## src/rtl/mips32_mem_pkg.sv

```systemverilog
// Shared encodings and defaults for the MIPS32 unified-memory arbiter.
package mips32_mem_pkg;

   localparam int unsigned DEF_AW = 32;
   localparam int unsigned DEF_DW = 32;
   localparam int unsigned WCNT_W = 4;

   typedef logic [1:0] state_t;
   localparam state_t ST_IDLE   = 2'd0;
   localparam state_t ST_ACCESS = 2'd1;
   localparam state_t ST_RESP   = 2'd2;

   typedef logic [1:0] owner_t;
   localparam owner_t OWN_NONE = 2'd0;
   localparam owner_t OWN_IF   = 2'd1;
   localparam owner_t OWN_D    = 2'd2;

endpackage

```

## src/rtl/mips32_arb_pick.sv

```systemverilog
// Winner selection between IF fetch and MEM data requests; data normally wins.
// ARB_STARVE_GUARD_EN adds a saturating counter that lets fetch win after STARVE_LIMIT losses.
module mips32_arb_pick
   import mips32_mem_pkg::*;
#(
   parameter int unsigned STARVE_LIMIT = 4
) (
   input  logic clk,
   input  logic rst,
   input  logic grant_ok,
   input  logic if_req,
   input  logic d_req,
   output logic pick_if,
   output logic pick_d
);

`ifdef ARB_STARVE_GUARD_EN
   localparam int unsigned SW = (STARVE_LIMIT < 1) ? 1 : $clog2(STARVE_LIMIT + 1);

   logic [SW-1:0] starve_q;
   logic [SW-1:0] starve_d;
   logic          force_if;

   assign force_if = (starve_q >= SW'(STARVE_LIMIT));

   always_comb begin
      pick_if = grant_ok & if_req & (~d_req | force_if);
      pick_d  = grant_ok & d_req & ~pick_if;
   end

   always_comb begin
      starve_d = starve_q;
      if (!if_req || pick_if) begin
         starve_d = '0;
      end else if (pick_d && (starve_q < SW'(STARVE_LIMIT))) begin
         starve_d = starve_q + SW'(1);
      end
   end

   always_ff @(posedge clk) begin
      if (rst) begin
         starve_q <= '0;
      end else begin
         starve_q <= starve_d;
      end
   end
`else
   logic unused_pick;
   assign unused_pick = &{1'b0, clk, rst, (STARVE_LIMIT == 0)};

   always_comb begin
      pick_d  = grant_ok & d_req;
      pick_if = grant_ok & if_req & ~d_req;
   end
`endif

endmodule

```

## src/rtl/mips32_mem_arbiter.sv

```systemverilog
// Single-port memory arbiter for IF fetch and MEM LW/SW: IDLE/ACCESS/RESP FSM with registered mem_* controls.
// Optional fetch starvation guard: ARB_STARVE_GUARD_EN (implemented in mips32_arb_pick).
module mips32_mem_arbiter
   import mips32_mem_pkg::*;
#(
   parameter int unsigned AW           = DEF_AW,
   parameter int unsigned DW           = DEF_DW,
   parameter int unsigned WAIT_STATES  = 0,
   parameter int unsigned STARVE_LIMIT = 4
) (
   input  logic          clk,
   input  logic          rst,
   input  logic          if_req,
   input  logic [AW-1:0] if_addr,
   output logic          if_gnt,
   output logic          if_rvalid,
   output logic [DW-1:0] if_rdata,
   input  logic          d_req,
   input  logic          d_we,
   input  logic [AW-1:0] d_addr,
   input  logic [DW-1:0] d_wdata,
   output logic          d_gnt,
   output logic          d_rvalid,
   output logic [DW-1:0] d_rdata,
   output logic          mem_en,
   output logic          mem_we,
   output logic [AW-1:0] mem_addr,
   output logic [DW-1:0] mem_wdata,
   input  logic [DW-1:0] mem_rdata,
   output logic          busy
);

   state_t              state_q, state_d;
   owner_t              owner_q, owner_d;
   logic [WCNT_W-1:0]   wcnt_q, wcnt_d;
   logic                acc_we_q, acc_we_d;
   logic                mem_en_q, mem_en_d;
   logic                mem_we_q, mem_we_d;
   logic [AW-1:0]       mem_addr_q, mem_addr_d;
   logic [DW-1:0]       mem_wdata_q, mem_wdata_d;

   logic grant_ok;
   logic pick_if;
   logic pick_d;
   logic resp;

   // Grants are suppressed while rst is high so the reset cycle never starts an access.
   assign grant_ok = ~rst & ((state_q == ST_IDLE) | (state_q == ST_RESP));

   mips32_arb_pick #(
      .STARVE_LIMIT(STARVE_LIMIT)
   ) u_pick (
      .clk      (clk),
      .rst      (rst),
      .grant_ok (grant_ok),
      .if_req   (if_req),
      .d_req    (d_req),
      .pick_if  (pick_if),
      .pick_d   (pick_d)
   );

   always_comb begin
      state_d     = state_q;
      owner_d     = owner_q;
      wcnt_d      = wcnt_q;
      acc_we_d    = acc_we_q;
      mem_en_d    = mem_en_q;
      mem_we_d    = mem_we_q;
      mem_addr_d  = mem_addr_q;
      mem_wdata_d = mem_wdata_q;
      case (state_q)
         ST_ACCESS: begin
            if (wcnt_q == '0) begin
               state_d  = ST_RESP;
               mem_en_d = 1'b0;
               mem_we_d = 1'b0;
            end else begin
               wcnt_d = wcnt_q - WCNT_W'(1);
            end
         end
         default: begin
            if (pick_d) begin
               state_d     = ST_ACCESS;
               owner_d     = OWN_D;
               wcnt_d      = WCNT_W'(WAIT_STATES);
               acc_we_d    = d_we;
               mem_en_d    = 1'b1;
               mem_we_d    = d_we;
               mem_addr_d  = d_addr;
               mem_wdata_d = d_wdata;
            end else if (pick_if) begin
               state_d     = ST_ACCESS;
               owner_d     = OWN_IF;
               wcnt_d      = WCNT_W'(WAIT_STATES);
               acc_we_d    = 1'b0;
               mem_en_d    = 1'b1;
               mem_we_d    = 1'b0;
               mem_addr_d  = if_addr;
               mem_wdata_d = '0;
            end else begin
               state_d  = ST_IDLE;
               owner_d  = OWN_NONE;
               acc_we_d = 1'b0;
            end
         end
      endcase
   end

   always_ff @(posedge clk) begin
      if (rst) begin
         state_q     <= ST_IDLE;
         owner_q     <= OWN_NONE;
         wcnt_q      <= '0;
         acc_we_q    <= 1'b0;
         mem_en_q    <= 1'b0;
         mem_we_q    <= 1'b0;
         mem_addr_q  <= '0;
         mem_wdata_q <= '0;
      end else begin
         state_q     <= state_d;
         owner_q     <= owner_d;
         wcnt_q      <= wcnt_d;
         acc_we_q    <= acc_we_d;
         mem_en_q    <= mem_en_d;
         mem_we_q    <= mem_we_d;
         mem_addr_q  <= mem_addr_d;
         mem_wdata_q <= mem_wdata_d;
      end
   end

   always_comb begin
      resp      = (state_q == ST_RESP);
      if_gnt    = pick_if;
      d_gnt     = pick_d;
      if_rvalid = resp & (owner_q == OWN_IF);
      d_rvalid  = resp & (owner_q == OWN_D);
      if_rdata  = if_rvalid ? mem_rdata : '0;
      d_rdata   = (d_rvalid & ~acc_we_q) ? mem_rdata : '0;
      busy      = (state_q == ST_ACCESS) | resp;
      mem_en    = mem_en_q;
      mem_we    = mem_we_q;
      mem_addr  = mem_addr_q;
      mem_wdata = mem_wdata_q;
   end

endmodule

```

## config.mk

```make
export PLATFORM = sky130hd
export DESIGN_NAME = mips32_mem_arbiter
export DESIGN_NICKNAME = d
export VERILOG_FILES = /design/src/rtl/mips32_mem_pkg.sv /design/src/rtl/mips32_arb_pick.sv /design/src/rtl/mips32_mem_arbiter.sv
export SDC_FILE = /design/constraint.sdc
export NUM_CORES = 1
export LEC_CHECK = 0
export CAP_MARGIN = 20
export CORE_AREA = 2 2 109 111
export CTS_CLUSTER_SIZE = 30
export DETAILED_ROUTE_END_ITERATION = 6
export DIE_AREA = 0 0 111 113
export PLACE_DENSITY = 0.81
export SYNTH_ARGS = -nofsm -noshare
export SYNTH_HDL_FRONTEND = slang
export SYNTH_SLANG_ARGS = --single-unit
```

## constraint.sdc

```tcl
create_clock -name clk -period 2.1 [get_ports clk]
set_input_delay 0.42 -clock clk [delete_from_list [all_inputs] [get_ports clk]]
set_output_delay 0.42 -clock clk [all_outputs]
set_load 0.02 [all_outputs]
```

======== Yosys cells after proc, flatten, opt, wreduce, memory -nomap -nowiden ========
Index checks and enable logic that the tools add are counted.
word-level totals
  register bits after elaboration ......... 75
cells by class
  $add $sub $neg .......................... 1
  eq/ne operators ......................... 6
  multiplexer cells ....................... 23
  bitwise logic cells ..................... 13
  reduce and logical (&&, ||, !) cells .... 7
operator list
  kind                   count
  $mux W32               6
  $mux W4                4
  $mux W1                10
  $and A1 B1 Y1          7
  $mux W2                3
  $reduce_and A2 Y1      3
  $eq A2 B1 Y1 const B   2
  $eq A2 B2 Y1 const B   2
  $logic_not A4 Y1       1
  $ne A2 B2 Y1 const B   2
  $not A1 Y1             4
  $sub A4 B1 Y4 const B  1
  $reduce_bool A3 Y1     1
  $logic_not A2 Y1       1
  $or A1 B1 Y1           2
  $reduce_bool A2 Y1     1

======== Longest topological paths before layout ========
Gate-level depths: netlist of run 1.
  depth after elaboration ................. 8
  depth in mapped cells ................... 7
  mapped depth without buffers ............ 5

======== Cells and area by module ========
A second synthesis of run 1 with hierarchy kept.
second synthesis, totals
  cell total of the unflattened synthesis .. 352
  area, all modules ....................... 3380.7 um^2
by module, submodules not included
  module              instances  cells an instance  area an instance (um^2)  sequential area each (um^2)
  mips32_mem_arbiter  1          350                3364.5                   1501.4
  mips32_arb_pick     1          2                  16.3                     0.0

======== Worst setup path after synthesis of run 1 ========
No wires, ideal clock.
  path type ............................... register to output
  start ................................... register state_q[0]
  end ..................................... output if_rdata[22]
  arrival ................................. 1579 ps
  slack ................................... 101 ps
  stages on the path, launching flop included .. 7
  path buffers ............................ 1
  cell sequence ........................... dfxtp_1 > inv_1 > ha_1 > nand2_1 > nor2_1 > clkbuf_1 > and2_1
between the ends
  longest elaborated chain between the ends .. 3
RTL lines
  what                      line                       source
  start: declaration        mips32_mem_arbiter.sv:33   state_t state_q, state_d;
  start signal: assignment  mips32_mem_arbiter.sv:120  state_q <= state_d;
  $eq A2 B2 Y1              mips32_mem_arbiter.sv:132  resp = (state_q == ST_RESP);
  $and A1 B1 Y1             mips32_mem_arbiter.sv:135  if_rvalid = resp & (owner_q == OWN_IF);
  named net if_rvalid       mips32_mem_arbiter.sv:16   output logic if_rvalid,
  $mux W32                  mips32_mem_arbiter.sv:137  if_rdata = if_rvalid ? mem_rdata : '0;
  end: declaration          mips32_mem_arbiter.sv:17   output logic [DW-1:0] if_rdata,
The timed path passes the listed nets, and every way through them passes these cells.

======== Final worst setup path of run 1 ========
  start ................................... register state_q[0]
  end ..................................... output d_rdata[20]
between the ends
  longest elaborated chain between the ends .. 4
RTL lines
  what              line                       source
  $eq A2 B2 Y1      mips32_mem_arbiter.sv:132
  $and A1 B1 Y1     mips32_mem_arbiter.sv:136  d_rvalid = resp & (owner_q == OWN_D);
  $and A1 B1 Y1     mips32_mem_arbiter.sv:138  d_rdata = (d_rvalid & ~acc_we_q) ? mem_rdata : '0;
  $mux W32          mips32_mem_arbiter.sv:138
  end: declaration  mips32_mem_arbiter.sv:24   output logic [DW-1:0] d_rdata,
Every way passes these cells.

==> impl_metrics.toml, run 1 <==
[run_status]
status = "finished with violations"
violations = "negative setup slack"

[worst_hold_path]
hp-class = "in2reg"

[yosys]
synth_seq_area_share_pct = 36.52
synth_most_common_cell = "dfxtp_1"
synth_cells = 475
synth-edff-count = 0
synthArstFlopShare_pct = 0
synthesis.area_mm2 = 0.004111
synth.distinct_cells = 41
yosys_warnings = 0
synth_nets = 613
yosys_register_bits = 75
yosys.area.top_type = "dfxtp_1"
synth_ff_type = "dfxtp_1"
netlist_top_cells_count = "75 x dfxtp_1, 65 x and2_1, 36 x nand3_1"
synth_top_area_share_pct = 36.52
netlist_top_cells_area = "dfxtp_1 37%, and2_1 9.9%, a311oi_2 5.8%, o31ai_1 5.3%, a31oi_1 4.9%"
syn_avg_cell_area_um2 = 8.656

[power_and_ir_drop]
switching_power_mw = 1.271
finalPower_mw = 4.587
power_density_mw_per_mm2 = 608.0
swShare_pct = 27.71
p_clk_share_pct = 38.3
p_seq_share_pct = 34.8
internal_power_mw = 3.316
p_leak_nw = 2.913
vdd_drop_max_v = 0.0003765
pwr-share-comb_pct = 26.9

[global_route]
grt_antenna_before_repair = 0
grt_pass1_wl_um = 25700
grt_max_degree = 66
track_usage_pct = 24.85
grt-ovfl-total = 0
grt_pass1_vias = 4938

[place]
hpwl_um = 11310
dpl-instance-area_mm2 = 0.006890
gp_congestion = 0.8352
dp_cells = 850
io_buffers = 267

[finish]
post-route-util_pct = 66.93
syn_to_final_growth_pct = 83.51
drive_gt1_share_pct = 27.68
fin_nets = 870
final_cell_area_mm2 = 0.007545
nFillCells = 865
stdcell_count = 880
diodes = 0

[sta]
post-route-period-util_pct = 102.4
rsz0062_at_grt = "yes"
setup_violations = 21
max_slew_margin_pct = 44.17
hold_violations = 0
drv_slew = 0
clock_skew_ns = 0.008039
worst-slew-pin-transition_ns = 0.8375
max_freq_mhz = 464.9
setup_ws_ns = -0.05088
fin_crit_ns = 2.151

[drt]
drc = 0
post_drt_via_cell_ratio = 5.588
dr.pass1.iters = 4
vias = 4917
drtAntennaViolNets = 0
drt-initial-drc-count = 412
finalWirelength_um = 16610
wl_per_cell_um = 18.87

[critical_path]
path_cells = "inv_2, ha_4, nand2_4, nor3_4, buf_6, buf_6, buf_6, and2_1, buf_6"
crit_path_end_kind = "output pin"
critPathSlowestCell = "dfxtp_2"
cp_max_fo = 5
cpPeakStageDelay_ns = 0.32
worst-path-buf-inv = 5
critical_path_required_ns = 1.68
crit_family = "buffers and inverters"
cp_common_cell = "buf_6"
worst_ep_arrival_time_ns = 1.73
worstSetupPathType = "reg2out"
critPathLaunchType = "register"

[floorplanning]
pin_count = 268
dieArea_mm2 = 0.01254
fp.dieH_um = 113
fp.dieW_um = 111
start_util_pct = 36.47
row_count = 39
design.core.area_mm2 = 0.01127

[clock_network]
clkLatencyLatePin_ns = 0.32
cts.htree.levels = 3
clock_path_buffers = 2
cts_buffers = 9
cts_hold_buf = 0
cts_num_sinks = 75
clk_pin_slew_worst_paths_ns = 0.06
clk_root_buffer_cell = "clkbuf_16"
cts_tree = "built"

[run]
maxCapViolations = 0
[cells in the final DEF, fill, tap and decap left out, types with 3 or more instances in the layout]
cell / netlist / layout
a21oi_1: 32 / 32
a22o_1: 6 / 6
a311oi_1: 16 / 16
a311oi_2: 16 / 16
a31oi_1: 32 / 32
and2_1: 65 / 19
and2_4: 0 / 46
buf_12: 0 / 5
buf_2: 22 / 8
buf_4: 1 / 30
buf_6: 9 / 65
bufinv_16: 0 / 3
clkbuf_16: 0 / 9
clkbuf_2: 1 / 3
clkdlybuf4s50_1: 0 / 196
dfxtp_1: 75 / 74
ha_1: 5 / 3
inv_1: 8 / 6
nand2_1: 6 / 4
nand3_1: 36 / 36
nand4_1: 28 / 28
nor2_1: 7 / 5
o21ai_0: 27 / 27
o21ai_1: 5 / 5
o31ai_1: 29 / 29
[what timing repair did]
| item | in CTS | in global routing |
|---|---|---|
| cloned | 5 | 2 |
| pin swaps | 1 | 12 |
| setup buffers | 5 | 5 |
| gates resized for setup | 307 | 148 |
| endpoints found under the setup margin | 67 | 56 |
[sequential cells by signal (all words and copies together) (netlist names)]
register / cells
mem_addr: 32
mem_wdata: 32
wcnt_q: 4
owner_q: 2
state_q: 2
acc_we_q: 1
mem_en: 1
mem_we: 1
[path summary, 6_finish.rpt]
| kind | from | to | slack, ns | cells after the start |
|---|---|---|---|---|
| setup / recovery | state_q[0]$_SDFFE_PP0P_ | d_rdata[20] | -0.05 | 9 |
| hold reg to reg | mem_wdata[10]$_SDFFE_PP0P_ | mem_wdata[10]$_SDFFE_PP0P_ | 0.47 | 2 |
| hold / removal | rst | owner_q[0]$_SDFFE_PP0N_ | 0.36 | 2 |
| setup reg to reg | state_q[0]$_SDFFE_PP0P_ | mem_addr[27]$_SDFFE_PP0P_ | 0.17 | 9 |
[stage by stage]
stage | setup slack [ns] | hold slack, ns | setup TNS [ns]
6_report | -0.05088 | 0.3576 | -0.4923
5_1_grt | -0.1318 | 0.3511 | -3.955
3_5_place_dp | -0.1508 | 0.4591 | -5.334
4_1_cts | -0.08539 | 0.3466 | -0.5409
2_1_floorplan | 0.1011 | 0.4439 | 0
3_3_place_gp | -0.08604 | 0.4499 | -3.026
[power groups by stage]
stage | combinational, mW | sequential, mW | clock (mW)
3_3_place_gp | 1.19 | 1.62 | 0
2_1_floorplan | 0.493 | 1.74 | 0
3_5_place_dp | 1.21 | 1.62 | 0
5_1_grt | 1.32 | 1.61 | 1.86
4_1_cts | 1.21 | 1.60 | 1.79
6_report | 1.23 | 1.60 | 1.76
[kinds of logic (layout without fill, tap and decap cells)]
group / count (synthesis) / after routing / share of synthesized area, %
compound gates: 173 / 173 / 31.31
simple gates: 151 / 151 / 21.58
flops: 75 / 75 / 36.52
buf+inv: 70 / 332 / 8.825
fa+ha+maj: 5 / 5 / 1.522
mux: 1 / 1 / 0.2435
[final cells by class]
cell class	count	area (um2)	area share (%)
Inverter	8	30.03	0.3980
Tap cell	143	178.9	2.371
Sequential cell	75	1503	19.92
Multi-Input combinational cell	330	2409	31.92
Clock inverter	6	112.6	1.493
Clock buffer	10	229.0	3.035
Timing Repair Buffer	308	3083	40.86
[per-layer routing]
metal  global-route usage, %  wire [um]  vias up  share of wire (%)
li1                        -          -     2313                  -
met1                   31.73       6837     2357                 41
met2                   41.19       8324      217                 50
met3                   6.535       1091       30                6.6
met4                   8.000        356        0                2.1
met5                       0          0        -                  0
No activity file was read; power rests on OpenSTA's default activity.
==> run 2, diff against run 1 <==
--- a/config.mk
+++ b/config.mk
@@ -11,6 +11,7 @@
 export DETAILED_ROUTE_END_ITERATION = 6
 export DIE_AREA = 0 0 111 113
 export PLACE_DENSITY = 0.81
+export SLEW_MARGIN = 10
 export SYNTH_ARGS = -nofsm -noshare
 export SYNTH_HDL_FRONTEND = slang
 export SYNTH_SLANG_ARGS = --single-unit
==> results of run 2 <==
Same layout as run 1: the final DEF is identical, and so are final timing and power.
==> run 3, diff against run 2 <==
--- a/config.mk
+++ b/config.mk
@@ -6,11 +6,11 @@
 export NUM_CORES = 1
 export LEC_CHECK = 0
 export CAP_MARGIN = 20
-export CORE_AREA = 2 2 109 111
+export CORE_AREA = 2 2 115 117
 export CTS_CLUSTER_SIZE = 30
 export DETAILED_ROUTE_END_ITERATION = 6
-export DIE_AREA = 0 0 111 113
-export PLACE_DENSITY = 0.81
+export DIE_AREA = 0 0 117 119
+export PLACE_DENSITY = 0.76
 export SLEW_MARGIN = 10
 export SYNTH_ARGS = -nofsm -noshare
 export SYNTH_HDL_FRONTEND = slang
==> constraint.sdc (replaced) <==
create_clock -name clk -period 1.9 [get_ports clk]
set_input_delay 0.38 -clock clk [delete_from_list [all_inputs] [get_ports clk]]
set_output_delay 0.38 -clock clk [all_outputs]
set_load 0.02 [all_outputs]
==> run 3 against run 2 <==
  * The flow still finishes with violations (negative setup slack)
  * Flip-flop and latch count unchanged
  * Hold slack improved by 0.053 ns
  * Count of clock-buffer cells in the layout increased by 3
==> impl_metrics.toml, run 3 (synthesis results as in run 1) <==
[run_status]
status = "finished with violations"
violations = "negative setup slack"

[floorplanning]
pin_count = 268
fp.dieH_um = 119
start_util_pct = 31.93
row_count = 42
dieArea_mm2 = 0.01392
fp.dieW_um = 117
design.core.area_mm2 = 0.01287

[drt]
top_layer = "met4"
drt-initial-drc-count = 545
met2_length_um = 8903
vias = 5016
dr.pass1.iters = 5
post_drt_via_cell_ratio = 5.464
drtAntennaViolNets = 0
met3WireLength_um = 1349
drc = 0
finalWirelength_um = 17770
wl_met1_um = 7048
wl_per_cell_um = 19.35

[critical_path]
worst_ep_arrival_time_ns = 1.68
crit_path_end_kind = "output pin"
timing.rr.start = "state_q[0]$_SDFFE_PP0P_"
worst-path-buf-inv = 3
critPathSlowestCell = "dfxtp_1"
crit_family = "simple AND/OR/NAND/NOR gates"
critPathLaunchType = "register"
critical_path_required_ns = 1.52
cpPeakStageDelay_ns = 0.38
cp_common_cell = "buf_6"
cp_max_fo = 8
path_cells = "ha_4, nand2_2, nor3_4, buf_6, buf_16, and2_4, buf_6"
worstSetupPathType = "reg2out"
critPathLaunch = "state_q[1]$_SDFFE_PP0P_"

[clock_network]
cts_num_sinks = 75
cts_tree = "built"
clock_path_buffers = 2
cts.htree.levels = 3
cts_hold_buf = 0
clk_pin_slew_worst_paths_ns = 0.06
clkLatencyLatePin_ns = 0.33
clk_root_buffer_cell = "clkbuf_16"
cts_buffers = 9

[global_route]
grt_antenna_before_repair = 0
grt_pass1_vias = 5011
track_usage_pct = 23.39
grt_pass1_wl_um = 25720
grt-ovfl-total = 0
grt_max_degree = 64

[place]
gp_congestion = 0.8665
hpwl_um = 11750
io_buffers = 267

[finish]
drive_gt1_share_pct = 28.71
syn_to_final_growth_pct = 89.71
diodes = 0
layout_commonest_cell = "clkdlybuf4s50_1"
fin_nets = 875
final_cell_mix = "196 x clkdlybuf4s50_1, 74 x dfxtp_1, 68 x buf_6, 51 x and2_4, 36 x nand3_1"
post-route-util_pct = 60.58

[sta]
fin_crit_ns = 2.056
setup_violations = 65
post-route-period-util_pct = 108.2
max_freq_mhz = 486.3
hold_ws_ns = 0.4108
drv_slew = 0
setup_ws_ns = -0.1564
clock_skew_ns = 0.003965
rsz0062_at_grt = "yes"
hold_violations = 0
max_slew_margin_pct = 44.99
worst-slew-pin-transition_ns = 0.8252

[power_and_ir_drop]
vdd_drop_max_v = 0.0004429
power_density_mw_per_mm2 = 611.3
finalPower_mw = 4.768
p_leak_nw = 2.958

[worst_hold_path]
worstHoldStart = "rst"
hp-class = "in2reg"

[run]
maxCapViolations = 0
run 3: cell count changes in the layout (fill, tap and decap cells not counted), moves of 3 or more:
cell / change
and2_1: -5
and2_4: +5
buf_12: +5
buf_4: -5
clkbuf_16: +5
buf_2: -4
buf_6: +3
bufinv_16: -3
clkbuf_1: +3
clkbuf_2: -3
run 3: final cells by class:
cell class	count	area, um2
clock buffer	13	240.2
clock inverter	3	15.01
fill	1104	5075
inverter	8	30.03
multi-input combinational	330	2442
sequential	75	1503
tap	176	220.2
timing repair buffer	313	3349
run 3: per-layer routing:
metal,GRT usage (%),vias to the layer above
met1,28.65,2402
met3,6.005,38
met5,0,-
li1,-,2323
met2,39.31,253
met4,8.235,0
run 3: where the power goes:
group          internal [mW]  switching (mW)
combinational          0.763           0.719
sequential              1.70          0.0715
clock                  0.879           0.640
total                   3.34            1.43
run 3: metrics by stage:
stage                     setup TNS [ns]  std cells  cell area (um2)  setup WS, ns
after floorplan                        0        475             4113      0.007373
after global placement            -13.97        889             7004       -0.2123
after detailed placement          -16.30        889             7004       -0.2612
after CTS                         -8.064        910             7482       -0.2005
after global routing              -12.50        918             7800       -0.2239
final                             -8.073        918             7800       -0.1564
run 3: worst paths after layout:
check	to	slack, ns	cells past startpoint
worst max-delay path	d_rdata[13]	-0.16	7
worst min-delay path	state_q[0]$_SDFFE_PP0P_	0.41	3
worst max register to register	mem_addr[29]$_SDFFE_PP0P_	0.15	9
worst min register to register	mem_en$_SDFFE_PP0P_	0.45	2
run 3: worst min-delay path: cells and delay by family:
kind                   cells  cell delay, ns
buffers and inverters      2            0.27
AO/OA/AOI/OAI              1            0.05
run 3: timing repair:
| action | 4_1_cts | 5_1_grt |
|---|---|---|
| endpoints found under the setup margin | 88 | 94 |
| hold endpoints to repair | 0 | 0 |
| gates resized for setup | 378 | 101 |
| setup buffers | 3 | 5 |
| gates cloned | 2 | 6 |
| pin swaps | 1 | 6 |
